<file path="config.mk">
export PLATFORM = sky130hd
export DESIGN_NAME = stage_if_flat
export DESIGN_NICKNAME = d
export VERILOG_FILES = /design/src/rtl/stage_if_if.sv /design/src/rtl/stage_if.sv /design/src/flat_wrapper.sv
export SDC_FILE = /design/constraint.sdc
export NUM_CORES = 1
export LEC_CHECK = 0
export CORE_MARGIN = 2
export CORE_UTILIZATION = 43
export DETAILED_ROUTE_END_ITERATION = 6
export PLACE_DENSITY_LB_ADDON = 0.05
export SLEW_MARGIN = 20
export SYNTH_ARGS = -nofsm -noshare
export SYNTH_HDL_FRONTEND = slang
export SYNTH_SLANG_ARGS = --single-unit
export TNS_END_PERCENT = 1
</file>
<file path="constraint.sdc">
create_clock -name clk -period 2 [get_ports clk]
set_input_delay 0.4 -clock clk [delete_from_list [all_inputs] [get_ports clk]]
set_output_delay 0.4 -clock clk [all_outputs]
set_load 0.02 [all_outputs]
</file>
<file path="src/rtl/stage_if_if.sv">
// stage_if_if: byte-wide memory read port between the fetch stage and the arbiter
interface stage_if_if;
   logic        mem_rd_o;
   logic [31:0] mem_addr_o;
   logic        mem_gnt_i;
   logic [7:0]  mem_din_i;
   modport master (output mem_rd_o, mem_addr_o, input mem_gnt_i, mem_din_i);
   modport slave  (input mem_rd_o, mem_addr_o, output mem_gnt_i, mem_din_i);
endinterface

</file>
<file path="src/rtl/stage_if.sv">
// stage_if: instruction fetch stage, assembles each 32-bit word from four byte reads
module stage_if #(
   parameter logic [31:0] RESET_PC = 32'h0
) (
   input  logic              clk,
   input  logic              rst,
   input  logic              rdy,
   input  logic              stall_i,
   input  logic              branch_enable_i,
   input  logic [31:0]       branch_addr_i,
   stage_if_if.master        mem,
   output logic              inst_valid_o,
   output logic [31:0]       inst_o,
   output logic [31:0]       pc_o
);
   typedef enum logic {FETCH, VALID} state_t;
   state_t      state;
   logic [31:0] pc, inst;
   logic [2:0]  issue_cnt;
   logic [1:0]  recv_cnt;
   logic        pending, req, redirect;
   always_comb begin
      req            = !rst && rdy && state == FETCH && !issue_cnt[2];
      redirect       = branch_enable_i && !stall_i;
      mem.mem_rd_o   = req;
      mem.mem_addr_o = rst ? 32'h0 : pc + {29'h0, issue_cnt};
      inst_valid_o   = !rst && state == VALID && !branch_enable_i;
      inst_o         = inst_valid_o ? inst : 32'h0;
      pc_o           = inst_valid_o ? pc : 32'h0;
   end
   // bytes shift in from the top so byte0 ends up in [7:0] after four captures
   always_ff @(posedge clk) begin
      if (rst) begin
         pc        <= RESET_PC;
         state     <= FETCH;
         issue_cnt <= '0;
         recv_cnt  <= '0;
         pending   <= 1'b0;
         inst      <= '0;
      end else if (rdy) begin
         if (redirect) begin
            pc        <= branch_addr_i & ~32'h3;
            issue_cnt <= '0;
            recv_cnt  <= '0;
            pending   <= 1'b0;
            state     <= FETCH;
         end else if (state == FETCH) begin
            pending <= req && mem.mem_gnt_i;
            if (req && mem.mem_gnt_i)
               issue_cnt <= issue_cnt + 3'd1;
            if (pending) begin
               inst     <= {mem.mem_din_i, inst[31:8]};
               recv_cnt <= recv_cnt + 2'd1;
               if (recv_cnt == 2'd3) begin
                  state     <= VALID;
                  issue_cnt <= '0;
               end
            end
         end else if (!stall_i) begin
            pc    <= pc + 32'd4;
            state <= FETCH;
         end
      end
   end
endmodule
</file>
<file path="src/flat_wrapper.sv">
// flat-port wrapper written by rule: the top's interface ports become plain ports
module stage_if_flat 
#(
   parameter logic [31:0] RESET_PC = 32'h0
)
  (clk, rst, rdy, stall_i, branch_enable_i, branch_addr_i, inst_valid_o, inst_o, pc_o, mem_mem_rd_o, mem_mem_addr_o, mem_mem_gnt_i, mem_mem_din_i);
  stage_if_if mem_i ();
  input  logic clk;
  input  logic rst;
  input  logic rdy;
  input  logic stall_i;
  input  logic branch_enable_i;
  input  logic [31:0] branch_addr_i;
  output logic inst_valid_o;
  output logic [31:0] inst_o;
  output logic [31:0] pc_o;
  output wire logic [$bits(mem_i.mem_rd_o)-1:0] mem_mem_rd_o;
  output wire logic [$bits(mem_i.mem_addr_o)-1:0] mem_mem_addr_o;
  input wire logic [$bits(mem_i.mem_gnt_i)-1:0] mem_mem_gnt_i;
  input wire logic [$bits(mem_i.mem_din_i)-1:0] mem_mem_din_i;
  assign mem_mem_rd_o = mem_i.mem_rd_o;
  assign mem_mem_addr_o = mem_i.mem_addr_o;
  assign mem_i.mem_gnt_i = mem_mem_gnt_i;
  assign mem_i.mem_din_i = mem_mem_din_i;
  stage_if #(.RESET_PC(RESET_PC)) u_core (.clk(clk), .rst(rst), .rdy(rdy), .stall_i(stall_i), .branch_enable_i(branch_enable_i), .branch_addr_i(branch_addr_i), .mem(mem_i), .inst_valid_o(inst_valid_o), .inst_o(inst_o), .pc_o(pc_o));
endmodule
</file>
# After elaboration in Yosys (flattened, before gate mapping)
# Index checks and enable logic that the tools add are counted.
dict set report op_classes {
  reduce_logical 17
  n_bitwise 2
  eq_ne 3
  addsub 4
  n_shift 0
  n_div 0
  mux 21
  n_lt_le_gt_ge 0
  multipliers 0
}
# op count
set op_table {}
lappend op_table {{$mux W32} 6}
lappend op_table {{$add A32 B3 Y32} 1}
lappend op_table {{$add A32 B3 Y32 const B} 1}
lappend op_table {{$mux W3} 5}
lappend op_table {{$logic_and A1 B1 Y1} 7}
lappend op_table {{$mux W1} 7}
lappend op_table {{$mux W2} 3}
lappend op_table {{$reduce_and A3 Y1} 2}
lappend op_table {{$logic_not A1 Y1} 4}
lappend op_table {{$reduce_and A4 Y1} 1}
lappend op_table {{$reduce_bool A2 Y1} 2}
lappend op_table {{$add A3 B1 Y3 const B} 1}
lappend op_table {{$add A2 B1 Y2 const B} 1}
lappend op_table {{$eq A2 B2 Y1 const B} 1}
lappend op_table {{$ne A2 B1 Y1 const B} 1}
lappend op_table {{$ne A2 B2 Y1 const B} 1}
lappend op_table {{$not A1 Y1} 2}
lappend op_table {{$reduce_and A2 Y1} 1}
dict set report word_totals {
  ramBits 0
  mem_bits_ro 0
  latch_bits 0
  inputBits 46
  out_inout_bits 98
  mem_count 0
  wordCells 53
  ff_bits 71
}

# Logic depth before layout (Yosys ltp)
# Gate-level depths: netlist of the first run.
dict set report logic_depth {
  ltp_word 10
  depth_mapped 7
  ltp_nobuf 6
}

# Worst setup path before layout of the first run
# OpenSTA, ideal clock, no wires.
dict set report synth_timing {
  kind {flip-flop to output port}
  from {register u_core.pc[2]}
  to {output mem_mem_addr_o[26]}
  arrival_ps 1888
  path_slack_ps -288
  n_path_buf 0
  t_required_ps 1600
  path_stages_with_launch 7
  path_cell_list {dfxtp_1 > ha_1 > and3_1 > nand3_2 > or4b_1 > xor2_1 > nor2_1}
}
dict set report synth_between {
  elab_chain_len 2
}
# item line_no
set synth_rtl {}
lappend synth_rtl {{start: declaration} stage_if.sv:18} ;# logic [31:0] pc, inst;
lappend synth_rtl {{start signal: assignment} stage_if.sv:42} ;# pc <= branch_addr_i & ~32'h3;
lappend synth_rtl {{start signal: assignment} stage_if.sv:60} ;# pc <= pc + 32'd4;
lappend synth_rtl {{$add A32 B3 Y32} stage_if.sv:26} ;# mem.mem_addr_o = rst ? 32'h0 : pc + {29'h0, issue_cnt};
lappend synth_rtl {{$mux W32} stage_if.sv:26}
lappend synth_rtl {{end: declaration} flat_wrapper.sv:18} ;# output wire logic [$bits(mem_i.mem_addr_o)-1:0] mem_mem_addr_o;
# Every way passes these cells.

# Worst setup path in the final report of the first run
dict set report layout_timing {
  from {register u_core.issue_cnt[2]}
  to {output mem_mem_addr_o[26]}
}
dict set report layout_between {
  elab_chain_len 2
}
# item line_no
set layout_rtl {}
lappend layout_rtl {{start: declaration} stage_if.sv:19} ;# logic [2:0] issue_cnt;
lappend layout_rtl {{start signal: assignment} stage_if.sv:50} ;# issue_cnt <= issue_cnt + 3'd1;
lappend layout_rtl {{$add A32 B3 Y32} stage_if.sv:26}
lappend layout_rtl {{$mux W32} stage_if.sv:26}
# Every way passes these cells.

==> impl_metrics.json, run 1 <==
{
  "synth_top_cells_by_area": "dfxtp_1 (30%), nand2_1 (9.2%), and2_1 (8.8%)",
  "share_seq_of_total_power": 0.443,
  "clkTransAtPathRegs_ns": 0.09,
  "synth.most_common_cell": "nand2_1",
  "fin_nets": 936,
  "clock_path_buffers": 2,
  "async_reset_ff_frac": 0,
  "synth_flop_cell": "dfxtp_1",
  "hold_ws_ns": 0.455,
  "power_consumption_uw": 3210,
  "switching_share": 0.275,
  "critical_path_arrival_ns": 2.07,
  "final_antenna_net_count": 0,
  "port_buffers": 139,
  "hold_violations": 0,
  "critPathLaunchType": "register",
  "utilization": 0.695,
  "mappedNetlistArea_mm2": 0.00464,
  "yosysUniqueCellTypes": 66,
  "finalSetupViolCount": 26,
  "skew_ns": 0.0112,
  "power_per_unit_of_standard_cell_area_mw_per_mm2": 444,
  "smallest_setup_slack_after_layout_ns": -0.466,
  "timing_max_transition_violations_final": 0,
  "grt-ovfl-total": 0,
  "detail_route.wl_per_cell_um": 16.6,
  "cts_num_sinks": 69,
  "gpl.final_weighted_congestion": 0.955,
  "worstSetupPathType": "reg -> out",
  "die-width_um": 108,
  "pin_count_of_the_biggest_net_entering_global_routing": 41,
  "core_area_mm2": 0.0104,
  "setup_repair_after_global_routing_missed_its_margin": "yes",
  "avgViaCountPerCell": 5.34,
  "drtIter0Drc": 366,
  "initial_core_util": 0.445,
  "synth_top_area_share": 0.298,
  "critical_path_sink_type": "output port",
  "clock_network_latency_to_the_later_pin_of_the_worst_skew_pair_ns": 0.35,
  "root_buffer": "clkbuf_8",
  "number_of_enable_type_register_cells_in_the_synthesized_netlist": 0,
  "cts_max_level": 3,
  "placed_cells": 1008,
  "achievable_clock_frequency_ghz": 0.406,
  "post_cts_hold_buffer_count": 0,
  "worst_r2r_path_depth": 7,
  "highest_ir_drop_seen_on_vdd_mv": 0.379,
  "ios": 144,
  "floorplan.die_area_mm2": 0.0116,
  "diodes": 0,
  "syn-instance-count": 642,
  "grt_antenna_before_repair": 0,
  "timing.final.crit_share": 1.23,
  "wirelength_um": 17100,
  "share_clk_of_total_power": 0.412,
  "syn_to_final_growth_pct": 56.1,
  "synth_area_per_cell_um2": 7.22,
  "tns_ns": -8.68,
  "instances_no_fill": 1027,
  "detailroute.via_count": 5483,
  "synth_warnings": 0,
  "net-switching-power_uw": 885,
  "leakage_uw": 0.00313,
  "place_hpwl_um": 12600,
  "first_global_vias": 5373,
  "min-delay-path-class": "reg -> reg",
  "drc_errors": 0,
  "dr.pass1.iters": 5,
  "max_cap_viols": 0,
  "fin_crit_ns": 2.47,
  "yosysTopAreaCell": "dfxtp_1",
  "path_max_fanout": 3,
  "floorplan.die.height_um": 108,
  "status": "finished, violations left",
  "total_clock_buffers_created_by_cts": 9,
  "worstPathRequired_ns": 1.60,
  "holdPathStages": 2,
  "synth_seq_cells": 69,
  "fraction_of_final_layout_cells_with_drive_strength_greater_than_1": 0.370,
  "grt_usage": 0.296,
  "tritoncts": "done",
  "pwr-share-comb": 0.145,
  "synth.cells.most_frequent": "nand2_1 (114), dfxtp_1 (69), nor2_1 (69)",
  "count_of_standard_cell_rows": 37,
  "failing_checks": "setup timing",
  "internal_uw": 2330,
  "grt_first_pass_wirelength_um": 27000,
  "synth_seq_area_share": 0.298
}
-- area by class of cell --
class / instances / area, um2
multi-input cells: 516 / 3180
fillers: 925 / 3180
repair buffers: 287 / 2260
flip-flops and latches: 69 / 1400
well taps: 136 / 170
clock buffers: 11 / 163
clock inverters: 5 / 62.6
inverters: 3 / 11.3
-- flip-flops by register name, indices dropped and copies added (netlist names) --
register          count
u_core.inst          32
u_core.pc            30
u_core.state          1
u_core.issue_cnt      3
u_core.pending        1
u_core.recv_cnt       2
-- layout by cell type (no fill, tap or decap), types with 5 or more instances in the layout --
| master | netlist | routed |
|---|---|---|
| and3_1 | 12 | 10 |
| nand4_1 | 10 | 10 |
| clkdlybuf4s50_1 | 0 | 41 |
| nand3_1 | 33 | 29 |
| dfxtp_1 | 69 | 57 |
| buf_6 | 4 | 8 |
| and2_1 | 65 | 65 |
| clkbuf_8 | 6 | 10 |
| dfxtp_2 | 0 | 11 |
| nor3_1 | 14 | 9 |
| nor4_1 | 11 | 5 |
| nor2_2 | 1 | 13 |
| a21oi_1 | 49 | 49 |
| a211oi_1 | 5 | 5 |
| buf_4 | 6 | 159 |
| buf_12 | 0 | 9 |
| buf_2 | 13 | 62 |
| nand2_1 | 114 | 112 |
| a311oi_1 | 8 | 8 |
| a22oi_1 | 7 | 7 |
| nor2b_1 | 6 | 5 |
| xnor2_1 | 14 | 12 |
| o21ai_0 | 18 | 18 |
| nor2_1 | 69 | 56 |
| xor2_1 | 14 | 12 |
-- worst max-delay path, cell delays in order (launching register included) --
cell and delay [ns]:
dfxtp_2 0.36, ha_4 0.16, and3_4 0.20, nand3_4 0.10, or4b_4 0.51, xor2_2 0.16
nor2_2 0.09, buf_6 0.12
-- logic make-up after synthesis --
| group | after synthesis | share of synthesized area |
|---|---|---|
| buffers and inverters | 58 | 0.0750 |
| and+or+nand+nor | 364 | 0.401 |
| xor gates and xnor gates | 28 | 0.0529 |
| DFF | 69 | 0.298 |
| AOI/OAI and AO/OA | 116 | 0.156 |
| adders and majority gates | 4 | 0.0108 |
| muxes | 2 | 0.00539 |
| other | 1 | 0.000809 |
-- path summary, 6_finish.rpt --
| check | start | end | slack, ns |
|---|---|---|---|
| max | u_core.issue_cnt[2] | mem_mem_addr_o[26] | -0.47 |
| min | u_core.inst[7] | u_core.inst[7] | 0.45 |
| max reg2reg | u_core.pc[3] | u_core.pc[30] | 0.06 |
| min reg2reg | u_core.inst[7] | u_core.inst[7] | 0.45 |
-- repair_timing --
action,4_1_cts,5_1_grt
setup endpoints to repair,94,89
setup buffers,2,2
gates cloned,0,0
pin swaps,4,12
gates resized for setup,389,60
-- metal layers --
metal | GRT usage | part of all wire | vias to the layer above
li1 | - | - | 2682
met1 | 0.408 | 0.44 | 2570
met2 | 0.475 | 0.47 | 204
met3 | 0.0490 | 0.070 | 27
met4 | 0.0861 | 0.019 | 0
met5 | 0 | 0 | -
-- metrics by stage --
step / area [um2] / setup slack (ns)
finish: 7240 / -0.466
global route: 7240 / -0.558
floorplan: 4700 / -0.0681
CTS: 7130 / -0.533
detailed placement: 7140 / -0.656
global placement: 7140 / -0.607
-- power groups by stage --
| stage | Clock, uW | Combinational (uW) | Sequential, uW |
|---|---|---|---|
| 2_1_floorplan | 0 | 205 | 1450 |
| 3_3_place_gp | 0 | 454 | 1450 |
| 3_5_place_dp | 0 | 462 | 1450 |
| 4_1_cts | 1330 | 459 | 1420 |
| 5_1_grt | 1400 | 502 | 1430 |
| 6_report | 1320 | 468 | 1420 |
Note: power is estimated with default switching activity, not from simulation.
==> run 2: changes to the inputs <==
--- a/config.mk
+++ b/config.mk
@@ -9,6 +9,7 @@
 export CORE_UTILIZATION = 43
 export DETAILED_ROUTE_END_ITERATION = 6
 export PLACE_DENSITY_LB_ADDON = 0.05
+export RECOVER_POWER = 50
 export SLEW_MARGIN = 20
 export SYNTH_ARGS = -nofsm -noshare
 export SYNTH_HDL_FRONTEND = slang
==> impl_metrics.json, run 2 (synthesized netlist as in run 1, its figures left out) <==
{
  "worstPathRequired_ns": 1.60,
  "instances_no_fill": 1027,
  "achievable_clock_frequency_ghz": 0.406,
  "num-fill-cells": 940,
  "crit_path_start": "u_core.issue_cnt[2]",
  "finalSetupViolCount": 75,
  "timing.rr.start": "u_core.pc[3]",
  "clock_path_buffers": 2,
  "layout.cells.most_common": "buf_4",
  "floorplan.die_area_mm2": 0.0116,
  "floorplan.die.height_um": 108,
  "timing.final.crit_share": 1.23,
  "grt_usage": 0.296,
  "count_of_standard_cell_rows": 37,
  "skew_ns": 0.0126,
  "status": "finished, violations left",
  "post-place-ws_ns": -0.656,
  "core_area_mm2": 0.0104,
  "power_consumption_uw": 3200,
  "syn_to_final_growth_pct": 54.3,
  "power_per_unit_of_standard_cell_area_mw_per_mm2": 447,
  "place_hpwl_um": 12600,
  "worst_slew_margin_rel": 0.618,
  "drtIter0Drc": 373,
  "first_global_vias": 5373,
  "gpl.final_weighted_congestion": 0.955,
  "avgViaCountPerCell": 5.34,
  "timing_max_transition_violations_final": 0,
  "diodes": 0,
  "utilization": 0.687,
  "path_max_fanout": 3,
  "tightest_slew_ns": 0.573,
  "fin_crit_ns": 2.46,
  "drc_errors": 0,
  "fin_nets": 936,
  "grt-ovfl-total": 0,
  "critical_path_sink_type": "output port",
  "smallest_setup_slack_after_layout_ns": -0.464,
  "post_place_cell_area_mm2": 0.00714,
  "largest-register": "u_core.inst",
  "die-width_um": 108,
  "min-delay-path-class": "reg -> reg",
  "fraction_of_final_layout_cells_with_drive_strength_greater_than_1": 0.365,
  "clkTransAtPathRegs_ns": 0.09,
  "placed_cells": 1008,
  "critPathLaunchType": "register",
  "root_buffer": "clkbuf_8",
  "cts_num_sinks": 69,
  "max_cap_viols": 0,
  "setup_repair_after_global_routing_missed_its_margin": "yes",
  "worstSetupPathType": "reg -> out",
  "final_antenna_net_count": 0,
  "dr.pass1.iters": 5,
  "failing_checks": "setup timing",
  "initial_core_util": 0.445,
  "worst-r2r-setup-slack_ns": 0.06,
  "detailroute.via_count": 5487,
  "detail_route.wl_per_cell_um": 16.6,
  "leakage_uw": 0.00306,
  "total_clock_buffers_created_by_cts": 9,
  "highest_ir_drop_seen_on_vdd_mv": 0.379,
  "clock_network_latency_to_the_later_pin_of_the_worst_skew_pair_ns": 0.35,
  "postLayoutCellArea_mm2": 0.00716,
  "largest_reg_flops": 32,
  "wirelength_um": 17100,
  "cts_max_level": 3,
  "reg_top3": "u_core.inst x32, u_core.pc x30, u_core.issue_cnt x3",
  "worst_r2r_endpoint": "u_core.pc[30]",
  "tritoncts": "done",
  "pin_count_of_the_biggest_net_entering_global_routing": 41,
  "hold_violations": 0,
  "grt_antenna_before_repair": 0,
  "critPathCapture": "mem_mem_addr_o[26]",
  "port_buffers": 139,
  "grt_first_pass_wirelength_um": 27000,
  "most-common-layout-cells": "buf_4 (153), nand2_1 (112), and2_1 (65), buf_2 (63), dfxtp_1 (57)",
  "critical_path_arrival_ns": 2.06,
  "worst_r2r_path_depth": 7,
  "ios": 144
}
==> run 2: cell types whose count changed in the layout (fill, tap and decap cells not counted), moves of 2 or more <==
cell            previous run  this run
dlymetal6s2s_1             2         0
clkbuf_4                   0         2
clkbuf_1                   0         6
buf_4                    159       153
buf_12                     9         6
==> run 2: worst min-delay path by stage <==
| stage | from | endpoint | slack [ns] | cells after the start |
|---|---|---|---|---|
| floorplan | u_core.inst[0] | u_core.inst[0] | 0.43 | 2 |
| global placement | u_core.inst[3] | u_core.inst[3] | 0.44 | 2 |
| detailed placement | u_core.inst[1] | u_core.inst[1] | 0.45 | 2 |
| CTS | u_core.inst[1] | u_core.inst[1] | 0.46 | 2 |
| global route | u_core.inst[6] | u_core.inst[6] | 0.48 | 2 |
| finish | u_core.inst[7] | u_core.inst[7] | 0.45 | 2 |
==> run 2: repair_timing <==
item / 4_1_cts / 5_1_grt
endpoints found under the hold margin: 0 / 0
hold buffers: 0 / 0
gates resized for setup: 389 / 60
pin swaps: 4 / 12
setup buffers: 2 / 2
endpoints found under the setup margin: 94 / 89
==> run 2: final cells by class <==
type	count	area, um2	area share
clock buffer	11	163	0.0227
clock inverter	5	62.6	0.00874
inverter	3	11.3	0.00157
multi-input combinational	516	3170	0.442
sequential	69	1400	0.195
tap	136	170	0.0238
timing repair buffer	287	2180	0.305
==> run 2: layer usage <==
metal	up-vias	track usage	share of wire
met5	-	0	0
met3	27	0.0490	0.065
li1	2687	-	-
met4	0	0.0861	0.019
met2	202	0.475	0.47
met1	2571	0.408	0.45
==> run 2: critical path, stage by stage (launching register included) <==
cell,delay [ns]
dfxtp_2,0.36
ha_4,0.16
and3_4,0.20
nand3_4,0.10
or4b_4,0.51
xor2_2,0.16
nor2_2,0.09
buf_6,0.12
==> run 2: metrics by stage <==
step	setup TNS, ns	hold WS, ns
finish	-11.36	0.455
global route	-19.53	0.478
CTS	-8.67	0.458
detailed placement	-61.12	0.447
global placement	-57.96	0.438
floorplan	-0.264	0.432
==> run 2: where the power goes <==
group	switching (uW)	internal (uW)
sequential	25.6	1400
clock	623	695
combinational	229	231
total	877	2320
==> run 3: changes to the inputs <==
--- a/config.mk
+++ b/config.mk
@@ -5,9 +5,10 @@
 export SDC_FILE = /design/constraint.sdc
 export NUM_CORES = 1
 export LEC_CHECK = 0
-export CORE_MARGIN = 2
 export CORE_UTILIZATION = 43
+export CTS_CLUSTER_SIZE = 8
 export DETAILED_ROUTE_END_ITERATION = 6
+export GPL_ROUTABILITY_DRIVEN = 0
 export PLACE_DENSITY_LB_ADDON = 0.05
 export RECOVER_POWER = 50
 export SLEW_MARGIN = 20
==> impl_metrics.json, run 3 (synthesized netlist as in run 1, its figures left out) <==
{
  "worst-r2r-setup-slack_ns": 0.05,
  "worst_r2r_endpoint": "u_core.pc[9]",
  "crit_path_cell_chain": "nand3_1 > nor3_1 > or4b_4 > xor2_1 > nor2_2 > buf_6",
  "worstSetupPathType": "reg -> out",
  "hold_ws_ns": 0.456,
  "switching_share": 0.252,
  "final_antenna_net_count": 0,
  "tritoncts": "done",
  "reg_top3": "u_core.inst x32, u_core.pc x30, u_core.issue_cnt x3",
  "critPathCapture": "mem_mem_addr_o[26]",
  "floorplan.die.height_um": 106,
  "diodes": 0,
  "cts_max_level": 3,
  "grt-ovfl-total": 0,
  "path_max_fanout": 3,
  "worstPathRequired_ns": 1.60,
  "min-delay-path-class": "reg -> reg",
  "fraction_of_final_layout_cells_with_drive_strength_greater_than_1": 0.363,
  "wirelength_um": 17000,
  "power_per_unit_of_standard_cell_area_mw_per_mm2": 444,
  "fin_nets": 927,
  "die-width_um": 106,
  "core_area_mm2": 0.0104,
  "internal_uw": 2460,
  "smallest_setup_slack_after_layout_ns": -0.445,
  "avgViaCountPerCell": 5.53,
  "holdPathStages": 2,
  "drc_errors": 0,
  "critPathLaunchType": "register",
  "tightest_slew_ns": 0.517,
  "hold_violations": 0,
  "timing.rr.start": "u_core.pc[4]",
  "clock_network_latency_to_the_later_pin_of_the_worst_skew_pair_ns": 0.35,
  "layout.cells.most_common": "buf_4",
  "largest_delay_share_family_worst_path": "simple AND/OR/NAND/NOR gates",
  "skew_ns": 0.0133,
  "first_global_vias": 5408,
  "max_cap_viols": 0,
  "failing_checks": "setup timing",
  "largest-register": "u_core.inst",
  "worst_slew_margin_rel": 0.651,
  "most-common-layout-cells": "buf_4 (164), nand2_1 (112), and2_1 (65), nor2_1 (55), dfxtp_1 (54)",
  "syn_to_final_growth_pct": 59.5,
  "pwr-share-comb": 0.138,
  "critical_path.slowest_cell": "or4b_4",
  "initial_core_util": 0.447,
  "pin_count_of_the_biggest_net_entering_global_routing": 34,
  "count_of_standard_cell_rows": 37,
  "grt_first_pass_wirelength_um": 26600,
  "largest_reg_flops": 32,
  "clkTransAtPathRegs_ns": 0.08,
  "detail_route.wl_per_cell_um": 16.7,
  "multi_input_comb_area_mm2": 0.00318,
  "crit_path_start": "u_core.pc[24]",
  "detailroute.via_count": 5630,
  "register_area_mm2": 0.00140,
  "place_hpwl_um": 11700,
  "ios": 144,
  "grt_antenna_before_repair": 0,
  "crit_path_max_incr_delay_ns": 0.51,
  "floorplan.die_area_mm2": 0.0112,
  "timing.final.crit_share": 1.22,
  "grt_usage": 0.299,
  "drtIter0Drc": 306,
  "critical_path_arrival_ns": 2.04,
  "num-fill-cells": 873,
  "net-switching-power_uw": 830,
  "share_clk_of_total_power": 0.429,
  "port_buffers": 139,
  "post-place-ws_ns": -0.557,
  "tns_ns": -9.08,
  "highest_ir_drop_seen_on_vdd_mv": 0.378,
  "critical_path_depth": 6,
  "timing.critical_path.buf_inv": 1,
  "total_clock_buffers_created_by_cts": 9,
  "root_buffer": "clkbuf_8",
  "finalSetupViolCount": 60,
  "worst_r2r_path_depth": 6,
  "clock_path_buffers": 2,
  "timing_max_transition_violations_final": 0,
  "share_seq_of_total_power": 0.433,
  "dr.pass1.iters": 5,
  "status": "finished, violations left",
  "critical_path_sink_type": "output port",
  "setup_repair_after_global_routing_missed_its_margin": "yes",
  "cts_num_sinks": 69,
  "fin_crit_ns": 2.44,
  "achievable_clock_frequency_ghz": 0.409,
  "leakage_uw": 0.00305
}
[run 3: cell types whose count changed in the layout (fill, tap and decap cells not counted), sizes merged, moves of 2 or more]
cell,previous run,this run
clkdlybuf4s15,1,30
bufinv,1,3
clkinvlp,2,0
clkbuf,22,19
clkinv,0,3
buf,231,193
[run 3: metrics by stage]
| step | util | instance area [um2] | instances | power, uW |
|---|---|---|---|---|
| after global routing | 0.713 | 7400 | 1018 | 3410 |
| after CTS | 0.700 | 7250 | 1013 | 3290 |
| after global placement | 0.674 | 6980 | 991 | 1890 |
| after floorplan | - | 4700 | 643 | 1650 |
| final | 0.713 | 7400 | 1018 | 3290 |
| after detailed placement | 0.674 | 6980 | 991 | 1900 |
[run 3: layout make-up]
type,count,share of cell area
Tap cell,136,0.0230
Timing Repair Buffer,278,0.323
Clock inverter,7,0.0164
Inverter,3,0.00152
Sequential cell,69,0.190
Clock buffer,9,0.0167
Multi-Input combinational cell,516,0.430
[run 3: worst min-delay path by stage]
| stage | from | to | slack [ns] |
|---|---|---|---|
| finish | u_core.inst[2] | u_core.inst[2] | 0.46 |
| global route | u_core.inst[7] | u_core.inst[7] | 0.48 |
| CTS | u_core.inst[1] | u_core.inst[1] | 0.46 |
| detailed placement | u_core.inst[1] | u_core.inst[1] | 0.45 |
| global placement | u_core.inst[1] | u_core.inst[1] | 0.44 |
| floorplan | u_core.inst[0] | u_core.inst[0] | 0.43 |
[run 3: power by group through the flow]
stage	sequential, uW	combinational, uW	clock, uW
after floorplan	1450	205	0
after global placement	1450	442	0
after detailed placement	1450	450	0
after CTS	1420	448	1430
after global routing	1430	485	1500
final	1420	454	1410
[run 3: worst reg2reg max path: cells and delay by family, from the launching register on]
kind                   cells  cell delay [ns]
buffers and inverters      1             0.19
flip-flops                 1             0.41
AND/OR/NAND/NOR            2             0.45
AO/OA/AOI/OAI              3             0.76
[run 3: layer usage]
| metal | vias up | share of wire | global-route usage |
|---|---|---|---|
| met5 | - | 0 | 0 |
| met4 | 0 | 0.027 | 0.125 |
| met3 | 37 | 0.072 | 0.0600 |
| met2 | 280 | 0.48 | 0.497 |
| met1 | 2636 | 0.43 | 0.375 |
| li1 | 2677 | - | - |
[run 3: repair_timing]
item / CTS / global route
pin swaps: 7 / 7
endpoints found under the setup margin: 96 / 95
hold buffers: 0 / 0
gates resized for setup: 375 / 69
buffers inserted: 4 / 5
gates cloned: 2 / 0
